[src/rtl/add_pipe_chunked_if.sv]
// Operand/result handshake bundle for add_pipe_chunked.
// Optional feature macro: ADD_PIPE_SAT_EN adds the per-beat 'sat' request line.
interface add_pipe_chunked_if #(
    parameter int DATA_LEN = 32
);
    logic                in_valid;
    logic                in_ready;
    logic                op_sub;
    logic                Cin;
    logic [DATA_LEN-1:0] OP_A;
    logic [DATA_LEN-1:0] OP_B;
    logic                out_valid;
    logic                out_ready;
    logic [DATA_LEN-1:0] Sum;
    logic                Cout;
    logic                Ovf;
    logic                Zero;
`ifdef ADD_PIPE_SAT_EN
    logic                sat;
`endif

    // Producer/consumer side: supplies operands and accepts results.
    modport master (
        output in_valid, op_sub, Cin, OP_A, OP_B, out_ready,
        input  in_ready, out_valid, Sum, Cout, Ovf, Zero
`ifdef ADD_PIPE_SAT_EN
        , output sat
`endif
    );

    // Adder side.
    modport slave (
        input  in_valid, op_sub, Cin, OP_A, OP_B, out_ready,
        output in_ready, out_valid, Sum, Cout, Ovf, Zero
`ifdef ADD_PIPE_SAT_EN
        , input sat
`endif
    );
endinterface

[src/rtl/add_pipe_chunked.sv]
// Pipelined adder/subtractor: DATA_LEN is split into STAGES chunks, one chunk
// added per cycle with the carry registered between stages. Lower chunk sums
// ride along with the beat until the last stage assembles the full result and
// derives the Zero/Ovf flags. Global stall: every stage advances together.
// Optional feature macro: ADD_PIPE_SAT_EN enables signed saturation on overflow
// when the beat carries sat=1.
module add_pipe_chunked #(
    parameter int DATA_LEN = 32,
    parameter int STAGES   = 4
) (
    input  logic               clk,
    input  logic               rst,
    add_pipe_chunked_if.slave  bus
);
    localparam int CW = DATA_LEN / STAGES;
    // Number of inter-stage registers; kept at least 1 so STAGES=1 still elaborates.
    localparam int NR = (STAGES > 1) ? STAGES - 1 : 1;

    if ((STAGES < 1) || (DATA_LEN % STAGES != 0)) begin : g_bad_cfg
        $error("add_pipe_chunked: DATA_LEN must be a positive multiple of STAGES");
    end

    // Inputs seen by each stage: stage 0 looks at the bus, stage k at register k-1.
    logic [STAGES-1:0][DATA_LEN-1:0] stg_a;
    logic [STAGES-1:0][DATA_LEN-1:0] stg_b;     // effective B (inverted when subtracting)
    logic [STAGES-1:0][DATA_LEN-1:0] stg_s;     // lower chunks already summed
    logic [STAGES-1:0]               stg_c;
    logic [STAGES-1:0]               stg_v;
    logic [STAGES-1:0][CW:0]         chunk_res; // {carry, chunk sum} of each stage
    logic [STAGES-1:0][DATA_LEN-1:0] sum_next;  // partial sum including this stage's chunk

    // Inter-stage registers.
    logic [NR-1:0][DATA_LEN-1:0] a_q, a_d;
    logic [NR-1:0][DATA_LEN-1:0] b_q, b_d;
    logic [NR-1:0][DATA_LEN-1:0] s_q, s_d;
    logic [NR-1:0]               c_q, c_d;
    logic [NR-1:0]               v_q, v_d;

    // Output registers.
    logic                out_valid_q, out_valid_d;
    logic [DATA_LEN-1:0] sum_q, sum_d;
    logic                cout_q, cout_d;
    logic                ovf_q, ovf_d;
    logic                zero_q, zero_d;

`ifdef ADD_PIPE_SAT_EN
    logic [STAGES-1:0] stg_sat;
    logic [NR-1:0]     sat_q, sat_d;
`endif

    // Whole pipeline moves only when the output slot is free or being drained.
    logic adv;
    assign adv          = !out_valid_q || bus.out_ready;
    assign bus.in_ready = adv;

    assign bus.out_valid = out_valid_q;
    assign bus.Sum       = sum_q;
    assign bus.Cout      = cout_q;
    assign bus.Ovf       = ovf_q;
    assign bus.Zero      = zero_q;

    for (genvar gi = 0; gi < STAGES; gi++) begin : g_stage
        if (gi == 0) begin : g_head
            assign stg_a[gi] = bus.OP_A;
            assign stg_b[gi] = bus.op_sub ? ~bus.OP_B : bus.OP_B;
            assign stg_s[gi] = '0;
            // Subtraction is A + ~B + 1, so the carry-in is forced and Cin ignored.
            assign stg_c[gi] = bus.op_sub | bus.Cin;
            assign stg_v[gi] = bus.in_valid;
`ifdef ADD_PIPE_SAT_EN
            assign stg_sat[gi] = bus.sat;
`endif
        end else begin : g_body
            assign stg_a[gi] = a_q[gi-1];
            assign stg_b[gi] = b_q[gi-1];
            assign stg_s[gi] = s_q[gi-1];
            assign stg_c[gi] = c_q[gi-1];
            assign stg_v[gi] = v_q[gi-1];
`ifdef ADD_PIPE_SAT_EN
            assign stg_sat[gi] = sat_q[gi-1];
`endif
        end

        // One CW-bit slice of the carry chain per stage.
        assign chunk_res[gi] = {1'b0, stg_a[gi][gi*CW +: CW]}
                             + {1'b0, stg_b[gi][gi*CW +: CW]}
                             + (CW+1)'(stg_c[gi]);
        // Chunks above gi are still zero in stg_s, so OR-ing the slice in is enough.
        assign sum_next[gi] = stg_s[gi] | (DATA_LEN'(chunk_res[gi][CW-1:0]) << (gi*CW));
    end

    // Final-stage flags from the assembled sum and the operand sign bits.
    logic [DATA_LEN-1:0] fin_raw;
    logic                fin_a_sign;
    logic                fin_b_sign;
    logic                fin_ovf;
    logic [DATA_LEN-1:0] fin_sum;

    assign fin_raw    = sum_next[STAGES-1];
    assign fin_a_sign = stg_a[STAGES-1][DATA_LEN-1];
    assign fin_b_sign = stg_b[STAGES-1][DATA_LEN-1];
    assign fin_ovf    = (fin_a_sign == fin_b_sign) && (fin_raw[DATA_LEN-1] != fin_a_sign);

    // Result seen by the output register, optionally clamped to the signed range.
    always_comb begin
        fin_sum = fin_raw;
`ifdef ADD_PIPE_SAT_EN
        if (stg_sat[STAGES-1] && fin_ovf) begin
            fin_sum = fin_a_sign ? {1'b1, {(DATA_LEN-1){1'b0}}}
                                 : {1'b0, {(DATA_LEN-1){1'b1}}};
        end
`endif
    end

    // Next state: every register holds unless the pipeline advances.
    always_comb begin
        a_d         = a_q;
        b_d         = b_q;
        s_d         = s_q;
        c_d         = c_q;
        v_d         = v_q;
`ifdef ADD_PIPE_SAT_EN
        sat_d       = sat_q;
`endif
        out_valid_d = out_valid_q;
        sum_d       = sum_q;
        cout_d      = cout_q;
        ovf_d       = ovf_q;
        zero_d      = zero_q;
        if (adv) begin
            for (int k = 0; k < STAGES - 1; k++) begin
                a_d[k] = stg_a[k];
                b_d[k] = stg_b[k];
                s_d[k] = sum_next[k];
                c_d[k] = chunk_res[k][CW];
                v_d[k] = stg_v[k];
`ifdef ADD_PIPE_SAT_EN
                sat_d[k] = stg_sat[k];
`endif
            end
            out_valid_d = stg_v[STAGES-1];
            // Bubbles leave the last result in place rather than loading junk.
            if (stg_v[STAGES-1]) begin
                sum_d  = fin_sum;
                cout_d = chunk_res[STAGES-1][CW];
                ovf_d  = fin_ovf;
                zero_d = (fin_sum == '0);
            end
        end
    end

    // State registers; reset clears every valid bit so in-flight beats vanish.
    always_ff @(posedge clk) begin
        if (rst) begin
            v_q         <= '0;
            out_valid_q <= 1'b0;
            sum_q       <= '0;
            cout_q      <= 1'b0;
            ovf_q       <= 1'b0;
            zero_q      <= 1'b0;
        end else begin
            v_q         <= v_d;
            out_valid_q <= out_valid_d;
            sum_q       <= sum_d;
            cout_q      <= cout_d;
            ovf_q       <= ovf_d;
            zero_q      <= zero_d;
        end
        a_q <= a_d;
        b_q <= b_d;
        s_q <= s_d;
        c_q <= c_d;
`ifdef ADD_PIPE_SAT_EN
        sat_q <= sat_d;
`endif
    end
endmodule

[src/flat_wrapper.sv]
// flat-port wrapper written by rule: the top's interface ports become plain ports
module add_pipe_chunked_flat 
#(
    parameter int DATA_LEN = 32,
    parameter int STAGES   = 4
)
  (clk, rst, bus_in_valid, bus_op_sub, bus_Cin, bus_OP_A, bus_OP_B, bus_out_ready, bus_in_ready, bus_out_valid, bus_Sum, bus_Cout, bus_Ovf, bus_Zero);
  add_pipe_chunked_if #(.DATA_LEN(DATA_LEN)) bus_i ();
  input  logic clk;
  input  logic rst;
  input wire logic [$bits(bus_i.in_valid)-1:0] bus_in_valid;
  input wire logic [$bits(bus_i.op_sub)-1:0] bus_op_sub;
  input wire logic [$bits(bus_i.Cin)-1:0] bus_Cin;
  input wire logic [$bits(bus_i.OP_A)-1:0] bus_OP_A;
  input wire logic [$bits(bus_i.OP_B)-1:0] bus_OP_B;
  input wire logic [$bits(bus_i.out_ready)-1:0] bus_out_ready;
  output wire logic [$bits(bus_i.in_ready)-1:0] bus_in_ready;
  output wire logic [$bits(bus_i.out_valid)-1:0] bus_out_valid;
  output wire logic [$bits(bus_i.Sum)-1:0] bus_Sum;
  output wire logic [$bits(bus_i.Cout)-1:0] bus_Cout;
  output wire logic [$bits(bus_i.Ovf)-1:0] bus_Ovf;
  output wire logic [$bits(bus_i.Zero)-1:0] bus_Zero;
  assign bus_i.in_valid = bus_in_valid;
  assign bus_i.op_sub = bus_op_sub;
  assign bus_i.Cin = bus_Cin;
  assign bus_i.OP_A = bus_OP_A;
  assign bus_i.OP_B = bus_OP_B;
  assign bus_i.out_ready = bus_out_ready;
  assign bus_in_ready = bus_i.in_ready;
  assign bus_out_valid = bus_i.out_valid;
  assign bus_Sum = bus_i.Sum;
  assign bus_Cout = bus_i.Cout;
  assign bus_Ovf = bus_i.Ovf;
  assign bus_Zero = bus_i.Zero;
  add_pipe_chunked #(.DATA_LEN(DATA_LEN), .STAGES(STAGES)) u_core (.clk(clk), .rst(rst), .bus(bus_i));
endmodule
[config.mk]
export PLATFORM = sky130hd
export DESIGN_NAME = add_pipe_chunked_flat
export DESIGN_NICKNAME = d
export VERILOG_FILES = /design/src/rtl/add_pipe_chunked_if.sv /design/src/rtl/add_pipe_chunked.sv /design/src/flat_wrapper.sv
export SDC_FILE = /design/constraint.sdc
export NUM_CORES = 1
export LEC_CHECK = 0
export ABC_AREA = 1
export CAP_MARGIN = 20
export CORE_MARGIN = 5
export CORE_UTILIZATION = 37
export DETAILED_ROUTE_END_ITERATION = 6
export GPL_ROUTABILITY_DRIVEN = 0
export PLACE_DENSITY = 0.66
export SYNTH_ARGS = -nofsm -noshare
export SYNTH_HDL_FRONTEND = slang
export SYNTH_SLANG_ARGS = --single-unit
[constraint.sdc]
create_clock -name clk -period 3.8 [get_ports clk]
set_input_delay 0.57 -clock clk [delete_from_list [all_inputs] [get_ports clk]]
set_output_delay 0.57 -clock clk [all_outputs]
set_load 0.005 [all_outputs]
# Word-level counts from Yosys, hierarchy flattened
# Cells that the tools add are included.
[classes]
n_addsub = 8
eq_ne = 2
mux = 1
bitwise_logic = 5
n_reduce_logical = 5
[ops]
columns = ["operator", "n"]
rows = [
  ["$add A8 B8 Y9", 4],
  ["$add A9 B1 Y9", 4],
  ["$logic_not A32 Y1", 1],
  ["$mux W32", 1],
  ["$not A32 Y32", 1],
  ["$or A32 B24 Y32", 1],
  ["$or A32 B32 Y32", 1],
  ["$or A8 B16 Y16", 1],
  ["$reduce_and A2 Y1", 1],
  ["$eq A1 B1 Y1", 1],
  ["$logic_and A1 B1 Y1", 1],
  ["$logic_not A1 Y1", 1],
  ["$logic_or A1 B1 Y1", 1],
  ["$ne A1 B1 Y1", 1],
  ["$or A1 B1 Y1", 1],
]
[totals]
ff_bits = 306
in_bits = 70
out_inout_bits = 37
word_cells = 37

# Logic depth before layout (Yosys ltp)
# Gate-level depths: netlist of the first run.
[depth]
depth_word = 5
depth_mapped = 13
mapped_depth_nobuf = 12

# Worst setup path before layout of the first run
# OpenSTA, ideal clock, no wires.
[synth_timing]
kind = "input port to flip-flop"
from = "input port bus_op_sub"
to = "register u_core.c_q[0] (data pin)"
setup_time_ns = 0.259
arrival_time_ns = 2.634
required_ns = 3.541
path_slack_ns = 0.907
path_stages = 13
n_path_buf = 2
path_cell_list = "clkbuf_1 > buf_2 > xor2_1 > fa_1 > fa_1 > nand3_1 > nand2_1 > nand2_1 > nand2_1 > a21oi_1 > inv_1 > a21oi_1 > o21bai_1"
[synth_lines]
columns = ["item", "line_no", "text"]
rows = [
  ["start, declared", "flat_wrapper.sv:12", "input wire logic [$bits(bus_i.op_sub)-1:0] bus_op_sub;"],
  ["end signal, assigned", "add_pipe_chunked.sv:172", "c_q <= c_d;"],
  ["end, declared", "add_pipe_chunked.sv:36", "logic [NR-1:0] c_q, c_d;"],
]

==> metrics.txt, run 1 <==
Tot Pwr=5.12 mW; delay of the slowest critical-path stage=0.42 ns; layout cells sized above 1=0.0624; CP Data Arrival Time=2.82 ns; clk_skew=0.00977 ns; total grt overflow=0; CTS max path bufs=2; Core Area=20000 µm²; Hold Path Class=reg -> reg; most frequent CP cell=nand2_1; WS Path Type=in -> reg; Vias=4319; Distinct cells, synth=30; met2 Resource Use GR=0.196; max_cap viols=0; placed cell count=927; Root Driver=clkbuf_16; sequential power share=0.519; outcome=finished, final reports clean; Crit path buffers/inverters=2; Hold Buf Count CTS=0; Vias/cell=4.50; 1st-pass router iterations=4; initial antenna violation count=0; Slew Limit Fails=0; commonest non-fill, non-tap cell in the layout=edfxtp_1; Clock Sinks=186; CP required=3.97 ns; post-route antenna net violation count=0; gr usage total=0.119; drt wl/cell=13.9 µm; fill count=1808; Routed WL=13300 µm; Startpoint Class=input pin; largest net degree at the start of global routing=149; H-tree depth=4; most frequent cells in the layout=147 x edfxtp_1, 105 x clkdlybuf4s50_1, 56 x inv_1, 51 x nor2_1, 48 x nand2_1; clock share of power=0.359; IO buf count=106; final net count=782; Relative slew margins=0.405; synthesis-to-finish area growth=26.7%; IO Pins=107; Non-Filler Instances=959; Slowest-stage cell, CP=fa_1; RSZ-0062 raised after global routing=false; Synth Instances=562; Seq/Total Area, Yosys=0.695; Fmax=0.378 GHz; syn_area_per_cell=13.3 µm²; CTS tree=built; share of the clock period used by the worst path=0.696; Yosys Warn Count=0; leakage=3.78 nW; Post-Syn Area=7480 µm²; crit-path leading delay family=adder cells; Die X=152 µm; Crit. End Element=flip-flop; PD cells=541 nW/µm²; met3 Usage GRT=0.0341; crit-path cells=clkdlybuf4s50_1 -> or2_2 -> fa_1 -> fa_1 -> nand3_1 -> nand2_1 -> nand2_1 -> nand2_1 -> a21oi_1 -> inv_1 -> a21oi_1 -> o21bai_1; Slew @ Worst Pin=0.892 ns; Worst-Skew Late Latency=0.42 ns; vias in the first global route=4620; first-pass GRT wire length=22300 µm; Post-CTS Repair Setup Buffers=0; FP Rows=52; Fin. Hold Viols=0; HPWL Detailed=9420 µm; net switching power of the design=1.17 mW; setup TNS=0 ns; DIE AREA=23100 µm²; # DRC=0; ANT cells=0; grt met1 use=0.150; CTS buffer count=17; GR peak layer=met2; Tmin final=2.64 ns; post-CTS sizing=0; worst-path fanout max=2; Max VDD drop=309 µV; Initial Util=0.373; Initial DRC Count=185; post-synth net total=668; Comb power frac=0.122; Yosys reg bits=186; CTS clock-pin slew for the worst setup and hold paths=0.07 ns; Int Power=3.96 mW; setup violators final=0; Die Height=152 µm; switching part of the total=0.228
## metal layers
metal	vias up	wire length (µm)
met5	-	0
met4	0	223
met3	14	593
met2	94	6470
met1	2031	6010
li1	2180	-
## path summary, 6_finish.rpt
path | start | endpoint | slack (ns) | depth (start not counted)
max | bus_Cin | u_core.c_q[0]$_DFFE_PN_ | 1.16 | 12
min reg2reg | u_core.a_q[57]$_DFFE_PN_ | u_core.a_q[89]$_DFFE_PN_ | 0.42 | 0
max reg2reg | u_core.c_q[2]$_DFFE_PN_ | u_core.bus.Zero$_SDFFE_PP0P_ | 1.57 | 10
min | u_core.a_q[57]$_DFFE_PN_ | u_core.a_q[89]$_DFFE_PN_ | 0.42 | 0
## cell usage after synthesis
cell	n	area [µm²]
dfxtp_1	39	781
xor2_1	47	412
o21bai_1	2	15.0
nand2b_1	1	6.26
clkbuf_1	6	22.5
xnor2_1	3	26.3
o21ai_2	1	8.76
nand3b_1	2	15.0
nor2_1	51	191
a21oi_2	2	17.5
nand2_1	48	180
nand4_1	6	37.5
nor2_2	1	6.26
inv_2	1	3.75
nand2_4	2	22.5
a21oi_1	42	210
o21ai_1	4	20.0
o211ai_1	6	45.0
xnor2_2	1	16.3
nor3_1	2	10.0
inv_1	56	210
o21ai_0	34	170
edfxtp_1	147	4410
fa_1	8	160
o21a_1	1	7.51
nand3_1	11	55.1
buf_2	7	35.0
nand3_2	2	20.0
or2_2	1	6.26
ha_1	28	350
## final cells by class
class,count,area (µm²),area share
Sequential cell,186,5190,0.548
Multi-Input combinational cell,306,2020,0.213
Timing Repair Buffer,108,1080,0.114
Clock buffer,20,437,0.0461
Tap cell,270,338,0.0357
Inverter,57,214,0.0226
Clock inverter,12,186,0.0197
## sequential cells by signal (all words and copies together), names as in the netlist
signal / flops
u_core.a_q: 48
u_core.b_q: 48
u_core.s_q: 48
u_core.bus.Sum: 32
u_core.c_q: 3
u_core.v_q: 3
u_core.bus.Cout: 1
u_core.bus.Ovf: 1
u_core.bus.Zero: 1
u_core.bus.out_valid: 1
## per-stage QoR
stage	cell area [µm²]	utilization	hold WS [ns]	setup slack, ns
6_report	9470	0.473	0.416	1.16
5_1_grt	9470	0.473	0.426	1.03
4_1_cts	9470	0.473	0.421	1.16
3_5_place_dp	8850	0.442	0.405	0.700
3_3_place_gp	8850	0.442	0.405	0.754
2_1_floorplan	7480	-	0.400	0.907
## power groups by stage
stage	clock (mW)	combinational, mW	sequential (mW)
3_3_place_gp	0	0.610	2.70
5_1_grt	1.99	0.719	2.69
4_1_cts	1.89	0.633	2.67
6_report	1.84	0.624	2.66
3_5_place_dp	0	0.627	2.71
2_1_floorplan	0	0.405	2.66
## cells by family (layout without fill, tap and decap cells)
logic type | Yosys count | after routing | synth area share
flops | 186 | 186 | 0.695
compound gates | 92 | 92 | 0.0661
buf+inv | 70 | 197 | 0.0363
fa+ha+maj | 36 | 36 | 0.0683
simple gates | 127 | 127 | 0.0736
xor+xnor | 51 | 51 | 0.0608
Note: power is estimated with default switching activity, not from simulation.
==> inputs of run 2 (changes only) <==
==> constraint.sdc (replaced) <==
create_clock -name clk -period 2.78 [get_ports clk]
set_input_delay 0.417 -clock clk [delete_from_list [all_inputs] [get_ports clk]]
set_output_delay 0.417 -clock clk [all_outputs]
set_load 0.005 [all_outputs]
==> run 2 against run 1 <==
Clock-buffer cell count unchanged; worst hold slack is essentially flat; clock skew down 0.0011 ns; routed wire length fell by 0.11%; register-to-register slack worse by 1.0 ns; combinational power up 39%; setup slack worse by 0.82 ns; total power increased by 33%; utilization up 0.11 points; design area is 0.22% higher; critical path type unchanged; largest cell class unchanged.
==> metrics.txt, run 2 (synthesized netlist as in run 1, its figures left out) <==
Post-CTS Repair Setup Buffers=0; HPWL Detailed=9820 µm; CP required=2.95 ns; H-tree depth=4; max_cap viols=0; setup violators final=0; gr usage total=0.120; vias in the first global route=4667; Relative slew margins=0.619; DIE AREA=23100 µm²; drt wl/cell=13.7 µm; Die Height=152 µm; register area=5190 µm²; Crit. End Element=flip-flop; Initial DRC Count=284; Hold Buf Count CTS=0; Clock Sinks=186; post-CTS sizing=0; Max VDD drop=395 µV; FP Rows=52; total grt overflow=0; Root Driver=clkbuf_16; Hold Path Class=reg -> reg; IO Pins=107; Multi-input gate area=2020 µm²; CP Data Arrival Time=2.62 ns; PD cells=718 nW/µm²; Startpoint Class=input pin; share of the clock period used by the worst path=0.879; IO buf count=106; 1st-pass router iterations=6; DP Worst Slack=-0.105 ns; Worst-Skew Late Latency=0.42 ns; Tmin final=2.44 ns; Top Registers=u_core.a_q x48, u_core.b_q x48, u_core.s_q x48; Vias=4368; clk_skew=0.00862 ns; Fin. Hold Viols=0; most frequent cells in the layout=147 x edfxtp_1, 105 x clkdlybuf4s50_1, 56 x inv_1, 51 x nor2_1, 48 x nand2_1; Slew Limit Fails=0; leakage=3.80 nW; # DRC=0; WS Path Type=in -> reg; Die X=152 µm; Fmax=0.409 GHz; layout cells sized above 1=0.0717; Area after DPL=8920 µm²; worst-path fanout max=2; Initial Util=0.373; CTS buffer count=17; initial antenna violation count=0; commonest non-fill, non-tap cell in the layout=edfxtp_1; Slew @ Worst Pin=0.571 ns; largest net degree at the start of global routing=107; first-pass GRT wire length=22500 µm; Finished Cell Area=9490 µm²; Routed WL=13300 µm; RSZ-0062 raised after global routing=false; CTS clock-pin slew for the worst setup and hold paths=0.06 ns; synthesis-to-finish area growth=27.0%; final net count=790; outcome=finished, final reports clean; CTS tree=built; ANT cells=0; post-route antenna net violation count=0; Final WS setup=0.337 ns; fill count=1798; Vias/cell=4.52; Core Area=20000 µm²; CTS max path bufs=2; Util after Layout=0.474
-- run 2: per-layer routing --
metal	vias to the layer above	wire length (µm)	track usage
met4	0	227	0.0479
li1	2189	-	-
met3	22	633	0.0312
met2	91	6680	0.205
met5	-	0	0
met1	2066	5750	0.145
-- run 2: per-stage QoR --
stage	std cells	setup TNS, ns	total power, mW	hold WS [ns]
after floorplan	562	0	4.19	0.400
after global placement	935	-0.0377	4.53	0.404
after detailed placement	935	-0.139	4.57	0.405
after CTS	967	0	6.90	0.414
after global routing	967	0	7.19	0.423
final	967	0	6.82	0.415
-- run 2: where the power goes --
part           internal [mW]  total [mW]  switching [mW]
logic                  0.409       0.870           0.461
registers               3.49        3.63           0.140
clock network           1.35        2.32           0.971
total                   5.24        6.82            1.57
-- run 2: final cells by class --
cell class,instances,area share
multi-input cells,306,0.213
clock inverters,12,0.0132
clock buffers,20,0.0471
repair buffers,116,0.122
inverters,57,0.0225
flip-flops and latches,186,0.547
well taps,270,0.0356
-- run 2: worst paths after layout --
check / start / endpoint / slack, ns / depth (start not counted)
setup / recovery: bus_Cin / u_core.c_q[0]$_DFFE_PN_ / 0.34 / 12
hold / removal: u_core.a_q[57]$_DFFE_PN_ / u_core.a_q[89]$_DFFE_PN_ / 0.42 / 0
setup reg to reg: u_core.c_q[2]$_DFFE_PN_ / u_core.bus.Zero$_SDFFE_PP0P_ / 0.56 / 10
hold reg to reg: u_core.a_q[57]$_DFFE_PN_ / u_core.a_q[89]$_DFFE_PN_ / 0.42 / 0
-- run 2: critical path, cell delays in order --
cell,delay [ns]
clkdlybuf4s50_1,0.39
or2_2,0.28
fa_1,0.41
fa_1,0.41
nand3_1,0.10
nand2_1,0.08
nand2_1,0.07
nand2_1,0.05
a21oi_1,0.16
inv_1,0.06
a21oi_1,0.12
o21bai_1,0.07
==> inputs of run 3 (changes only) <==
--- a/config.mk
+++ b/config.mk
@@ -7,10 +7,12 @@
 export LEC_CHECK = 0
 export ABC_AREA = 1
 export CAP_MARGIN = 20
+export CORE_ASPECT_RATIO = 0.75
 export CORE_MARGIN = 5
 export CORE_UTILIZATION = 37
 export DETAILED_ROUTE_END_ITERATION = 6
 export GPL_ROUTABILITY_DRIVEN = 0
+export GPL_TIMING_DRIVEN = 0
 export PLACE_DENSITY = 0.66
 export SYNTH_ARGS = -nofsm -noshare
 export SYNTH_HDL_FRONTEND = slang
==> run 3 against run 2 <==
Flip-flop and latch count is the same; clock power down 2%; first-iteration DRC count down 32%; register-to-register slack got worse by 0.02 ns; setup slack got worse by 0.19 ns; routed wire length increased by 2.1%; sequential share of layout area increased by 0.094 points; combinational power fell by 0.9%; largest power group unchanged; highest routed layer unchanged.
==> metrics.txt, run 3 (synthesized netlist as in run 1, its figures left out) <==
outcome=finished, final reports clean; register area=5190 µm²; Clock Sinks=186; Routed WL=13600 µm; Top Registers=u_core.a_q x48, u_core.b_q x48, u_core.s_q x48; ANT cells=0; Tmin final=2.63 ns; setup slack, reg-to-reg=0.54 ns; initial antenna violation count=0; Hold Startpoint=u_core.b_q[25]$_DFFE_PN_; CTS max path bufs=2; synthesis-to-finish area growth=26.8%; Fin. Hold Viols=0; CTS tree=built; Hold Path Class=reg -> reg; total grt overflow=0; CTS clock-pin slew for the worst setup and hold paths=0.06 ns; Cells on Worst Hold Path=0; first-pass GRT wire length=22300 µm; final net count=794; Initial Util=0.373; Post-CTS Repair Setup Buffers=0; CTS buffer count=17; setup violators final=0; share of the clock period used by the worst path=0.947; Hold Buf Count CTS=0; vias in the first global route=4570; DIE AREA=23200 µm²; Worst-Skew Late Latency=0.41 ns; Die Height=133 µm; fill count=1752; Root Driver=clkbuf_16; Tot Pwr=6.77 mW; IO Pins=107; Startpoint Class=input pin; Multi-input gate area=2020 µm²; leakage=3.80 nW; Fmax=0.380 GHz; # DRC=0; worst reg2reg path depth=10; largest net degree at the start of global routing=66; Crit. End Element=flip-flop; clk_skew=0.0100 ns; H-tree depth=4; Non-Filler Instances=957; PD cells=714 nW/µm²; Worst R2R Start=u_core.c_q[2]$_DFFE_PN_; WHS Endpoint=u_core.b_q[57]$_DFFE_PN_; CP required=2.94 ns; Relative slew margins=0.616; most frequent cells in the layout=147 x edfxtp_1, 105 x clkdlybuf4s50_1, 56 x inv_1, 51 x nor2_1, 48 x nand2_1; Slew Limit Fails=0; FP Rows=45; Vias=4351; Die X=174 µm; HPWL Detailed=9660 µm; CP Data Arrival Time=2.79 ns; worst-path fanout max=2; Vias/cell=4.55; Initial DRC Count=192; placed cell count=926; layout cells sized above 1=0.0687; max_cap viols=0; WS Path Type=in -> reg; Slew @ Worst Pin=0.577 ns; RSZ-0062 raised after global routing=false; post-route antenna net violation count=0; Worst R2R End=u_core.bus.Zero$_SDFFE_PP0P_; Max VDD drop=317 µV; 1st-pass router iterations=4; IO buf count=105; drt wl/cell=14.2 µm; gr usage total=0.121; commonest non-fill, non-tap cell in the layout=edfxtp_1; Core Area=20000 µm²
==> run 3: cell count changes in the layout (fill, tap and decap cells not counted), sizes merged <==
| cell | previous run | this run |
|---|---|---|
| clkinv | 7 | 4 |
| buf | 11 | 8 |
| clkbuf | 20 | 24 |
| bufbuf | 0 | 1 |
| clkinvlp | 1 | 4 |
==> run 3: critical path: stages <==
cell,delay (ns)
clkdlybuf4s50_1,0.39
or2_2,0.28
fa_1,0.41
fa_1,0.42
nand3_1,0.11
nand2_1,0.08
nand2_1,0.06
nand2_1,0.05
a21oi_1,0.21
inv_1,0.07
a21oi_1,0.19
o21bai_1,0.09
==> run 3: layer usage <==
metal | wire, µm | track usage
met5 | 0 | 0
met4 | 125 | 0.0378
met3 | 609 | 0.0321
met2 | 6600 | 0.205
met1 | 6220 | 0.154
==> run 3: what timing repair did <==
| action | in CTS | in global routing |
|---|---|---|
| setup endpoints to repair | 2 | 1 |
| gates cloned | 1 | 0 |
| gates resized for setup | 1 | 2 |
==> run 3: final cells by class <==
| cell class | instances | share of cell area |
|---|---|---|
| Clock buffer | 18 | 0.0453 |
| Inverter | 57 | 0.0226 |
| Timing Repair Buffer | 107 | 0.117 |
| Multi-Input combinational cell | 306 | 0.213 |
| Clock inverter | 12 | 0.0132 |
| Tap cell | 258 | 0.0341 |
| Sequential cell | 186 | 0.548 |
| Buffer | 13 | 0.00647 |
==> run 3: worst max path at each step <==
| stage | from | to | slack, ns | depth (start not counted) |
|---|---|---|---|---|
| detailed placement | bus_op_sub | u_core.c_q[0]$_DFFE_PN_ | -0.52 | 13 |
| global placement | bus_out_ready | bus_in_ready | -0.76 | 4 |
| CTS | bus_op_sub | u_core.c_q[0]$_DFFE_PN_ | 0.02 | 13 |
| finish | bus_Cin | u_core.c_q[0]$_DFFE_PN_ | 0.15 | 12 |
| global route | bus_Cin | u_core.c_q[0]$_DFFE_PN_ | 0.02 | 12 |
| floorplan | bus_op_sub | u_core.c_q[0]$_DFFE_PN_ | 0.04 | 13 |
==> run 3: report_power, final <==
group | switching (mW) | total [mW] | internal [mW]
Combinational | 0.462 | 0.862 | 0.400
Clock | 0.967 | 2.28 | 1.31
Sequential | 0.139 | 3.63 | 3.49
Total | 1.57 | 6.77 | 5.20
==> run 3: per-stage QoR <==
step                area (µm²)  hold slack [ns]  setup TNS, ns   util  setup WS (ns)
finish                    9480            0.415              0  0.473          0.146
global route              9480            0.423              0  0.473         0.0232
CTS                       9480            0.416              0  0.473         0.0151
detailed placement        8890            0.405         -0.799  0.443         -0.517
global placement          8850            0.404         -21.07  0.442         -0.757
floorplan                 7480            0.400              0      -         0.0402
